[config.mk]
export PLATFORM = sky130hd
export DESIGN_NAME = mult_share_arbiter
export DESIGN_NICKNAME = d
export VERILOG_FILES = /design/src/rtl/mult_share_pkg.sv /design/src/rtl/mult_share_arbiter_rr.sv /design/src/rtl/mult_share_arbiter.sv
export SDC_FILE = /design/constraint.sdc
export NUM_CORES = 1
export LEC_CHECK = 0
export CAP_MARGIN = 20
export CORE_MARGIN = 2
export CORE_UTILIZATION = 24
export CTS_CLUSTER_SIZE = 10
export DETAILED_ROUTE_END_ITERATION = 7
export GPL_TIMING_DRIVEN = 0
export PLACE_DENSITY_LB_ADDON = 0.08
export SLEW_MARGIN = 20
export SYNTH_ARGS = -nofsm -noshare
export SYNTH_HDL_FRONTEND = slang
export SYNTH_SLANG_ARGS = --single-unit
[constraint.sdc]
create_clock -name clk -period 6.98 [get_ports clk]
set_clock_uncertainty 0.2 [all_clocks]
set_input_delay 0.698 -clock clk [delete_from_list [all_inputs] [get_ports clk]]
set_output_delay 0.698 -clock clk [all_outputs]
set_load 0.01 [all_outputs]
[src/rtl/mult_share_pkg.sv]
// Shared types and default widths for the four-way shared multiplier.
// Latency: n/a (declarations only).
// Backpressure: n/a.
package mult_share_pkg;

    localparam int INPUT_WIDTH  = 14;
    localparam int OUTPUT_WIDTH = 2 * INPUT_WIDTH;
    localparam int NUM_REQ      = 4;
    localparam int STAT_WIDTH   = 16;

    typedef logic [1:0] req_id_t;

    // Operands captured at grant time, tagged with the owner
    typedef struct packed {
        logic [INPUT_WIDTH-1:0] a;
        logic [INPUT_WIDTH-1:0] b;
        req_id_t                id;
        logic                   v;
    } stage_t;

    // Finished product waiting on the output
    typedef struct packed {
        logic [OUTPUT_WIDTH-1:0] p;
        req_id_t                 id;
        logic                    v;
    } prod_t;

    // Round-robin successor of a requester index (wraps 3 -> 0)
    function automatic req_id_t rr_next(input req_id_t idx);
        return idx + 2'd1;
    endfunction

endpackage

[src/rtl/mult_share_arbiter_rr.sv]
// Four-way round-robin arbiter: one-hot grant starting the search at ptr.
// Latency: grant is combinational from req and ptr; ptr updates on the grant edge.
// Backpressure: none; a dropped req simply loses its turn, gnt is 0 in reset.
module rr_arbiter_4
    import mult_share_pkg::*;
(
    input  logic       clk,
    input  logic       reset,
    input  logic [3:0] req,
    output logic [3:0] gnt,
    output req_id_t    gnt_idx,
    output logic       gnt_vld
);

    req_id_t ptr_q;
    req_id_t ptr_d;
    req_id_t cand;

    // Search from the farthest slot back to ptr so the nearest requester wins
    always_comb begin
        gnt     = '0;
        gnt_idx = '0;
        gnt_vld = 1'b0;
        cand    = ptr_q;
        for (int k = 3; k >= 0; k--) begin
            cand = ptr_q + 2'(k);
            if (req[cand]) begin
                gnt_idx = cand;
                gnt_vld = 1'b1;
            end
        end
        if (!reset) begin
            gnt_vld = 1'b0;
        end
        if (gnt_vld) begin
            gnt[gnt_idx] = 1'b1;
        end
    end

    // Pointer moves past the winner; holds when nobody was granted
    always_comb begin
        ptr_d = gnt_vld ? rr_next(gnt_idx) : ptr_q;
    end

    // Pointer register with synchronous reset to requester 0
    always_ff @(posedge clk) begin
        if (!reset) begin
            ptr_q <= '0;
        end else begin
            ptr_q <= ptr_d;
        end
    end

endmodule

[src/rtl/mult_share_arbiter.sv]
// Shares one registered 14x14 unsigned multiplier among four round-robin requesters.
// Latency: 2 edges from grant to y_valid; one issue per cycle sustained.
// Backpressure: none downstream; requesters wait on gnt. Option MULT_ARB_STATS_EN adds grant_cnt.
module mult_share_arbiter
    import mult_share_pkg::*;
#(
    // Widths must match the package defaults, which size stage_t/prod_t
    parameter int INPUT_WIDTH  = mult_share_pkg::INPUT_WIDTH,
    parameter int OUTPUT_WIDTH = mult_share_pkg::OUTPUT_WIDTH,
    parameter int NUM_REQ      = mult_share_pkg::NUM_REQ
)(
    input  logic                           clk,
    input  logic                           reset,
    input  logic [NUM_REQ-1:0]             req,
    input  logic [NUM_REQ*INPUT_WIDTH-1:0] a_in,
    input  logic [NUM_REQ*INPUT_WIDTH-1:0] b_in,
    output logic [NUM_REQ-1:0]             gnt,
    output logic [OUTPUT_WIDTH-1:0]        y,
    output logic                           y_valid,
    output logic [1:0]                     y_id
`ifdef MULT_ARB_STATS_EN
    ,
    output logic [NUM_REQ*STAT_WIDTH-1:0]  grant_cnt
`endif
);

    req_id_t gnt_idx;
    logic    gnt_vld;
    stage_t  s1_q, s1_d;
    prod_t   s2_q, s2_d;

    rr_arbiter_4 u_arb (
        .clk     (clk),
        .reset   (reset),
        .req     (req),
        .gnt     (gnt),
        .gnt_idx (gnt_idx),
        .gnt_vld (gnt_vld)
    );

    // Operand mux: capture the winner's operands; idle cycles only clear v
    always_comb begin
        s1_d   = s1_q;
        s1_d.v = gnt_vld;
        if (gnt_vld) begin
            s1_d.a  = a_in[gnt_idx*INPUT_WIDTH +: INPUT_WIDTH];
            s1_d.b  = b_in[gnt_idx*INPUT_WIDTH +: INPUT_WIDTH];
            s1_d.id = gnt_idx;
        end
    end

    // Multiply stage: product and id only change on a valid slot so y holds when idle
    always_comb begin
        s2_d   = s2_q;
        s2_d.v = s1_q.v;
        if (s1_q.v) begin
            s2_d.p  = OUTPUT_WIDTH'(s1_q.a) * OUTPUT_WIDTH'(s1_q.b);
            s2_d.id = s1_q.id;
        end
    end

    // Pipeline registers; reset discards anything in flight
    always_ff @(posedge clk) begin
        if (!reset) begin
            s1_q <= '0;
            s2_q <= '0;
        end else begin
            s1_q <= s1_d;
            s2_q <= s2_d;
        end
    end

    // Outputs come straight from the second stage
    always_comb begin
        y       = s2_q.p;
        y_valid = s2_q.v;
        y_id    = s2_q.id;
    end

`ifdef MULT_ARB_STATS_EN
    logic [STAT_WIDTH-1:0] cnt_q [NUM_REQ];

    // Per-requester saturating grant counters
    always_ff @(posedge clk) begin
        for (int i = 0; i < NUM_REQ; i++) begin
            if (!reset) begin
                cnt_q[i] <= '0;
            end else if (gnt[i] && (cnt_q[i] != {STAT_WIDTH{1'b1}})) begin
                cnt_q[i] <= cnt_q[i] + 1'b1;
            end
        end
    end

    // Flatten counters onto the stats port, requester i in slice i
    always_comb begin
        grant_cnt = '0;
        for (int i = 0; i < NUM_REQ; i++) begin
            grant_cnt[i*STAT_WIDTH +: STAT_WIDTH] = cnt_q[i];
        end
    end
`endif

endmodule

## Word level (Yosys, flattened, before mapping)

Index checks and enable logic that the tools add are counted.
Widths: inputs -> output; s select.

| cells by class | value |
|---|---|
| add/subtract/negate cells | 4 |
| mux-type cells | 20 |
| shift-type cells | 2 |
| reductions and logical operators | 1 |
| magnitude comparators | 6 |
| $mul | 2 |

Operator list:

| cell | number |
|---|---|
| $shiftx 56x7->14 | 2 |
| $mul 14x14->28 | 1 |
| $lt 2x3->1 const B | 5 |
| $mux 1 | 10 |
| $bmux 1 s2 | 4 |
| $mux 2 | 4 |
| $mul 2x3->5 const B | 1 |
| $add 2x1->2 const B | 2 |
| $add 2x2->2 const B | 2 |
| $mux 4 | 1 |
| $demux 1 s2 | 1 |
| $ge 2x1->1 const B | 1 |
| $logic_and 1x1->1 | 1 |

| word-level totals | value |
|---|---|
| bits in registers | 64 |
| output and inout port bits | 35 |
| bits of input ports | 118 |

## Logic depth before layout (Yosys ltp)

Gate-level depths: netlist of the first run.

| depth | value |
|---|---|
| word-level depth | 12 |
| gate-level depth with buffers | 22 |

## Cells and area by module

From an unflattened synthesis of the first run, not the netlist that was laid out.

| second synthesis, totals | value |
|---|---|
| cell total of the unflattened synthesis | 1,031 |
| area total of the unflattened synthesis | 9,766.9 um^2 |

Modules (own cells, without submodules):

| module | seq. area each (um^2) | cells each | area each (um^2) | times used |
|---|---|---|---|---|
| mult_share_arbiter | 1,241.2 | 1,005 | 9,584.2 | 1 |
| rr_arbiter_4 | 40.0 | 26 | 182.7 | 1 |

## Least setup slack after synthesis of the first run

Ideal clock, no wire load.

| path | value |
|---|---|
| kind | reg-to-reg |
| from | register s1_q[24] (netlist name) |
| to | register s2_q (netlist bit y[20]) |
| period minus slack after synthesis | 5,702 ps |
| slack | 1,278 ps |
| buffers on the path | 1 |
| data required time | 6,693 ps |
| stages on the path, launching flop included | 22 |
| data arrival time | 5,415 ps |
| path through | dfxtp_1 -> clkbuf_1 -> and2_1 -> fa_1 -> inv_1 -> fa_1 -> inv_1 -> fa_1 -> inv_1 -> fa_1 -> inv_1 -> fa_1 -> inv_1 -> fa_1 -> inv_1 -> ha_1 -> and3_1 -> or3b_1 -> o22ai_1 -> o21ai_0 -> and3_1 -> o31ai_1 |

| on the way | value |
|---|---|
| word-level cells in the longest chain between the ends | 1 |

RTL lines:

| element | line | text |
|---|---|---|
| start: declaration | mult_share_arbiter.sv:29 | `stage_t s1_q, s1_d;` |
| start signal: assignment | mult_share_arbiter.sv:65 | `s1_q <= '0;` |
| start signal: assignment | mult_share_arbiter.sv:68 | `s1_q <= s1_d;` |
| $mul 14x14->28 | mult_share_arbiter.sv:57 | `s2_d.p = OUTPUT_WIDTH'(s1_q.a) * OUTPUT_WIDTH'(s1_q.b);` |
| end signal: assignment | mult_share_arbiter.sv:66 | `s2_q <= '0;` |
| end signal: assignment | mult_share_arbiter.sv:69 | `s2_q <= s2_d;` |
| end: declaration | mult_share_arbiter.sv:30 | `prod_t s2_q, s2_d;` |

No other way between the ends.
A chain may end at the register's enable or synchronous reset.

## Worst setup path in the final report of the first run

| path | value |
|---|---|
| from | register s1_q[7] (netlist name) |
| to | register s2_q (netlist bit y[26]) |

Same word-level chain as after synthesis.

==> results.cfg, run 1 <==
[floorplanning]
rows = 74
num_io_pins = 153
dieArea_um2 = 42530
die_w_um = 206.2
die_y_um = 206.2
start_util_pct = 24.20
core_um2 = 40550

[yosys]
ys_warn_count = 0
synth_edf_count = 0
synth-seq-cells = 64
syn_inst = 1053
synth_cell_types = 63
synth-async-reset-ratio_pct = 0
ys_seq_area_share_pct = 13.05
synth_top_cells_by_count = 192 x inv_1, 141 x fa_1, 139 x nand2_1
synth_area_um2 = 9814
synth_ff_type = dfxtp_1
synth_top_area_share_pct = 28.76
synth_area_leader_cell = fa_1
synthTopCellsByArea = fa_1 29%, dfxtp_1 13%, ha_1 12%
avgSynthCellArea_um2 = 9.320
syn_nets = 1408
yosysMostFrequentCell = inv_1

[power_and_ir_drop]
power_frac_seq_pct = 16.7
power.density_nw_per_um2 = 253.2
finalPower_mw = 3.109
clkPwrFrac_pct = 14.1
power_frac_comb_pct = 69.2
switching_power_mw = 1.487
p_int_mw = 1.622
p_leak_nw = 5.691
p_sw_share_pct = 47.83
ir_drop_mv = 0.1384

[timing]
relSlewSlack_pct = 38.66
tightestPinTransition_ns = 0.9202
layout_min_cycle_time_ns = 6.613
rsz0062_at_grt = yes
post-route-period-util_pct = 94.74
finalSetupViolCount = 0
max_freq_ghz = 0.1512
hold_viol = 0
drv_slew = 0
fin_hold_ws_ns = 0.2565

[clock_tree]
cts_buffers = 9
cts_tree = done
cts_resized = 0
ctsHoldBuffers = 0
cts.clk_slew.worst_paths_ns = 0.06
cts_buffer_depth = 2
h-tree-depth = 3
postCtsSetupBuffers = 0
clockRootBuffer = clkbuf_16
cts.sinks = 64
clkLatencyLatePin_ns = 0.37

[cells_and_area]
fin_util_pct = 30.27
nets = 1571
num_antenna_cells = 0
area_delta_synth_final_pct = 25.09
drive_above_1_share_pct = 5.815

[critical_path]
ff2ff_setup_slack_ns = 0.37
arrival_ns = 6.67
critPathKind = reg2reg
cp-startpoint = s1_q[7]
cp-end-kind = flop
ff2ff_path_depth = 20
rr_startpoint = s1_q[7]
start_kind = flop
cp.required_ns = 7.04
crit_fanout = 10

[drt]
viasPerCell = 4.477
dr_total_vias = 7848
dr.pass1.iters = 5
drtIter0Drc = 299
wl_per_cell_um = 17.74
drc = 0
antenna_left = 0
wl_um = 31100

[worst_hold_path]
min-delay-start = y[23]
hp-class = reg2reg
min_path_cells = 2

[global_routing]
antenna_found_initial = 0
grt_max_degree = 13
grt_usage_pct = 15.17
grt_pass1_wl_um = 47630
grt-ovfl-total = 0
grt_pass1_vias = 8229

[place]
io_buffers = 152
hpwl_um = 26060
gp_congestion = 0.7697

[outcome]
status = finished, final reports clean

[run]
cap_violations = 0
[power groups by stage]
| stage | logic (mW) | clock network, mW | registers, mW |
|---|---|---|---|
| after detailed placement | 2.21 | 0 | 0.530 |
| after global placement | 2.21 | 0 | 0.531 |
| after global routing | 2.45 | 0.472 | 0.531 |
| after CTS | 2.22 | 0.461 | 0.522 |
| after floorplan | 1.50 | 0 | 0.502 |
| final | 2.15 | 0.439 | 0.519 |
[sequential cells by signal (all words and copies together) (netlist names)]
register,flops
y_valid,1
s1_q,31
y,28
y_id,2
u_arb.ptr_q,2
[layout make-up]
cell class	instances	area, um2
clock inverters	7	47.55
repair buffers	152	1521
plain buffers	57	315.3
flip-flops and latches	64	1281
fillers	4377	28280
well taps	532	665.6
multi-input cells	739	7496
clock buffers	9	225.2
inverters	193	724.4
[logic make-up (layout without fill, tap and decap cells)]
group,after synthesis,after routing,synth area share [%]
AOI/OAI and AO/OA,140,140,10.21
DFF,64,64,13.05
buffers and inverters,250,418,10.57
adders and majority gates,237,237,41.00
muxes,44,44,8.057
xor gates and xnor gates,19,19,1.696
and+or+nand+nor,299,299,15.41
[per-stage QoR]
| stage | instance area, um2 | worst slack [ns] | instances | setup TNS [ns] |
|---|---|---|---|---|
| floorplan | 9814 | 1.278 | 1053 | 0 |
| global route | 12280 | -0.02737 | 1753 | -0.02737 |
| finish | 12280 | 0.3673 | 1753 | 0 |
| CTS | 12270 | 0.2716 | 1753 | 0 |
| detailed placement | 12000 | 0.2849 | 1737 | 0 |
| global placement | 12000 | 0.2765 | 1737 | 0 |
[routing by layer]
metal | wire length (um) | global-route usage [%] | vias up
li1 | - | - | 3724
met1 | 13730 | 19.73 | 3972
met2 | 15900 | 26.17 | 136
met3 | 1102 | 2.586 | 16
met4 | 364 | 3.469 | 0
met5 | 0 | 0 | -
[worst paths after layout]
path,to
worst min-delay path,y[23]
worst max-delay path,y[26]
worst min register to register,y[23]
worst max register to register,y[26]
[worst max-delay path, cell delays in order, from the launching register on]
cell and delay, ns:
dfxtp_1 0.53, clkbuf_1 0.56, and2_1 0.28, fa_1 0.43, inv_1 0.08, fa_1 0.40, inv_1 0.09, fa_1 0.46
fa_1 0.51, fa_1 0.49, inv_1 0.05, fa_1 0.48, inv_1 0.04, ha_1 0.26, buf_4 0.16, a21oi_1 0.19
o21ai_0 0.18, a21oi_1 0.39, a21oi_2 0.12, or3_1 0.35, a32o_1 0.25
[layout by cell type (no fill, tap or decap), types with 5 or more instances in the layout]
master             n
mux2i_1           16
nor2_1            10
inv_1            192
clkdlybuf4s50_1  152
o21a_1             5
nand3_1            7
xor2_1             5
a22o_1            28
a21o_1            11
clkbuf_16          9
fa_1             141
clkbuf_1          38
xnor2_1           14
ha_1              96
nor2b_1           17
nand2_1          139
dfxtp_1           64
a21oi_1           32
nand4_1            8
and2_1            97
o21ai_0           23
mux4_2            28
No activity file was read; power rests on OpenSTA's default activity.
==> inputs of run 2 (changes only) <==
- clock period: 6.98 -> 7.85 ns (I/O delays scaled with it)
==> run 2 against run 1 <==
First-iteration DRC count did not move. Hold slack barely moved. Via count fell by 0.48%. Critical path depth fell by 1. Core utilization barely moved. Critical path type unchanged. Critical endpoint unchanged. Largest cell class unchanged.
==> results.cfg, run 2 (synthesis results as in run 1) <==
[critical_path]
slowest_delay_ns = 0.65
cp_cell_sequence = clkbuf_1 -> nand2_1 -> fa_1 -> inv_1 -> fa_1 -> fa_1 -> fa_1 -> fa_1 -> inv_1 -> fa_1 -> inv_1 -> ha_1 -> buf_4 -> a21oi_1 -> o21ai_0 -> a21oi_1 -> a21oi_2 -> or3_1 -> a32o_1
crit_path_top_delay_cell = clkbuf_1
cp.required_ns = 7.91
critPathKind = reg2reg
cp-end-kind = flop
crit_family = adder cells
start_kind = flop
arrival_ns = 6.75
cpMostUsedCell = fa_1
crit_fanout = 10
crit_buf_inv = 5

[drt]
dr.pass1.iters = 5
viasPerCell = 4.455
wl_um = 31100
wl_per_cell_um = 17.74
dr_total_vias = 7810
drc = 0
drtIter0Drc = 299
antenna_left = 0

[global_routing]
grt_max_degree = 13
grt_pass1_vias = 8229
antenna_found_initial = 0
grt_usage_pct = 15.17
grt_pass1_wl_um = 47630
grt-ovfl-total = 0

[floorplanning]
rows = 74
num_io_pins = 153
core_um2 = 40550
die_y_um = 206.2
start_util_pct = 24.20
die_w_um = 206.2
dieArea_um2 = 42530

[clock_tree]
cts.clk_slew.worst_paths_ns = 0.06
clockRootBuffer = clkbuf_16
cts_resized = 0
cts_buffer_depth = 2
cts_buffers = 9
ctsHoldBuffers = 0
clkLatencyLatePin_ns = 0.37
cts_tree = done
h-tree-depth = 3
postCtsSetupBuffers = 0
cts.sinks = 64

[outcome]
status = finished, final reports clean

[timing]
tightestPinTransition_ns = 0.9195
relSlewSlack_pct = 38.70
rsz0062_at_grt = no
post-route-period-util_pct = 85.17
drv_slew = 0
finalSetupViolCount = 0
fin_hold_ws_ns = 0.2565
fin_tns_setup_ns = 0
hold_viol = 0
max_freq_ghz = 0.1496
layout_min_cycle_time_ns = 6.686

[place]
place_area_um2 = 12000
hpwl_um = 26060
gp_congestion = 0.7697
io_buffers = 152
placed_cells = 1737

[cells_and_area]
nets = 1571
num_antenna_cells = 0
stdcell_count = 1753
drive_above_1_share_pct = 5.651
final_common_cell = inv_1
largest-register = s1_q
final_cell_mix = 192 x inv_1, 152 x clkdlybuf4s50_1, 141 x fa_1, 139 x nand2_1, 97 x and2_1
largest_reg_flops = 31
fin_area_um2 = 12270
area_delta_synth_final_pct = 25.06

[run]
cap_violations = 0

[power_and_ir_drop]
power.density_nw_per_um2 = 225.1
ir_drop_mv = 0.1231
p_leak_nw = 5.685

[worst_hold_path]
hp-class = reg2reg
run 2: path summary, 6_finish.rpt:
kind / to / slack [ns] / depth (start not counted) / from
worst max-delay path: y[26] / 1.16 / 19 / s1_q[25]
worst min-delay path: y[23] / 0.26 / 2 / y[23]
worst max register to register: y[26] / 1.16 / 19 / s1_q[25]
worst min register to register: y[23] / 0.26 / 2 / y[23]
run 2: through the flow:
| stage | worst slack (ns) | total power [mW] | util (%) |
|---|---|---|---|
| finish | 1.164 | 2.764 | 30.27 |
| CTS | 1.142 | 2.852 | 30.27 |
| global route | 0.7962 | 3.073 | 30.27 |
| global placement | 1.146 | 2.434 | 29.59 |
| floorplan | 2.148 | 1.785 | - |
| detailed placement | 1.155 | 2.434 | 29.59 |
run 2: cell type report:
cell class	count	area [um2]
sequential	64	1281
inverter	193	724.4
tap	532	665.6
buffer	57	312.8
multi-input combinational	739	7496
fill	4378	28280
clock inverter	7	47.55
timing repair buffer	152	1521
clock buffer	9	225.2
run 2: worst min-delay path, stage by stage, from the launching register on:
cell and delay (ns):
dfxtp_1 0.33, nand2_1 0.04, o21ai_0 0.05
run 2: where the power goes:
part           switching [mW]  internal, mW
clock network           0.176         0.213
logic                    1.07         0.841
registers              0.0741         0.387
run 2: routing by layer:
| layer | GRT usage [%] | share of wire (%) | vias to the layer above |
|---|---|---|---|
| li1 | - | - | 3721 |
| met1 | 19.73 | 44 | 3937 |
| met2 | 26.17 | 51 | 136 |
| met3 | 2.586 | 3.9 | 16 |
| met4 | 3.469 | 1.2 | 0 |
| met5 | 0 | 0 | - |
==> inputs of run 3 (changes only) <==
- CTS_CLUSTER_DIAMETER: default -> 120
==> results of run 3 <==
Same layout as run 2: the final DEF is identical, and so are final timing and power.
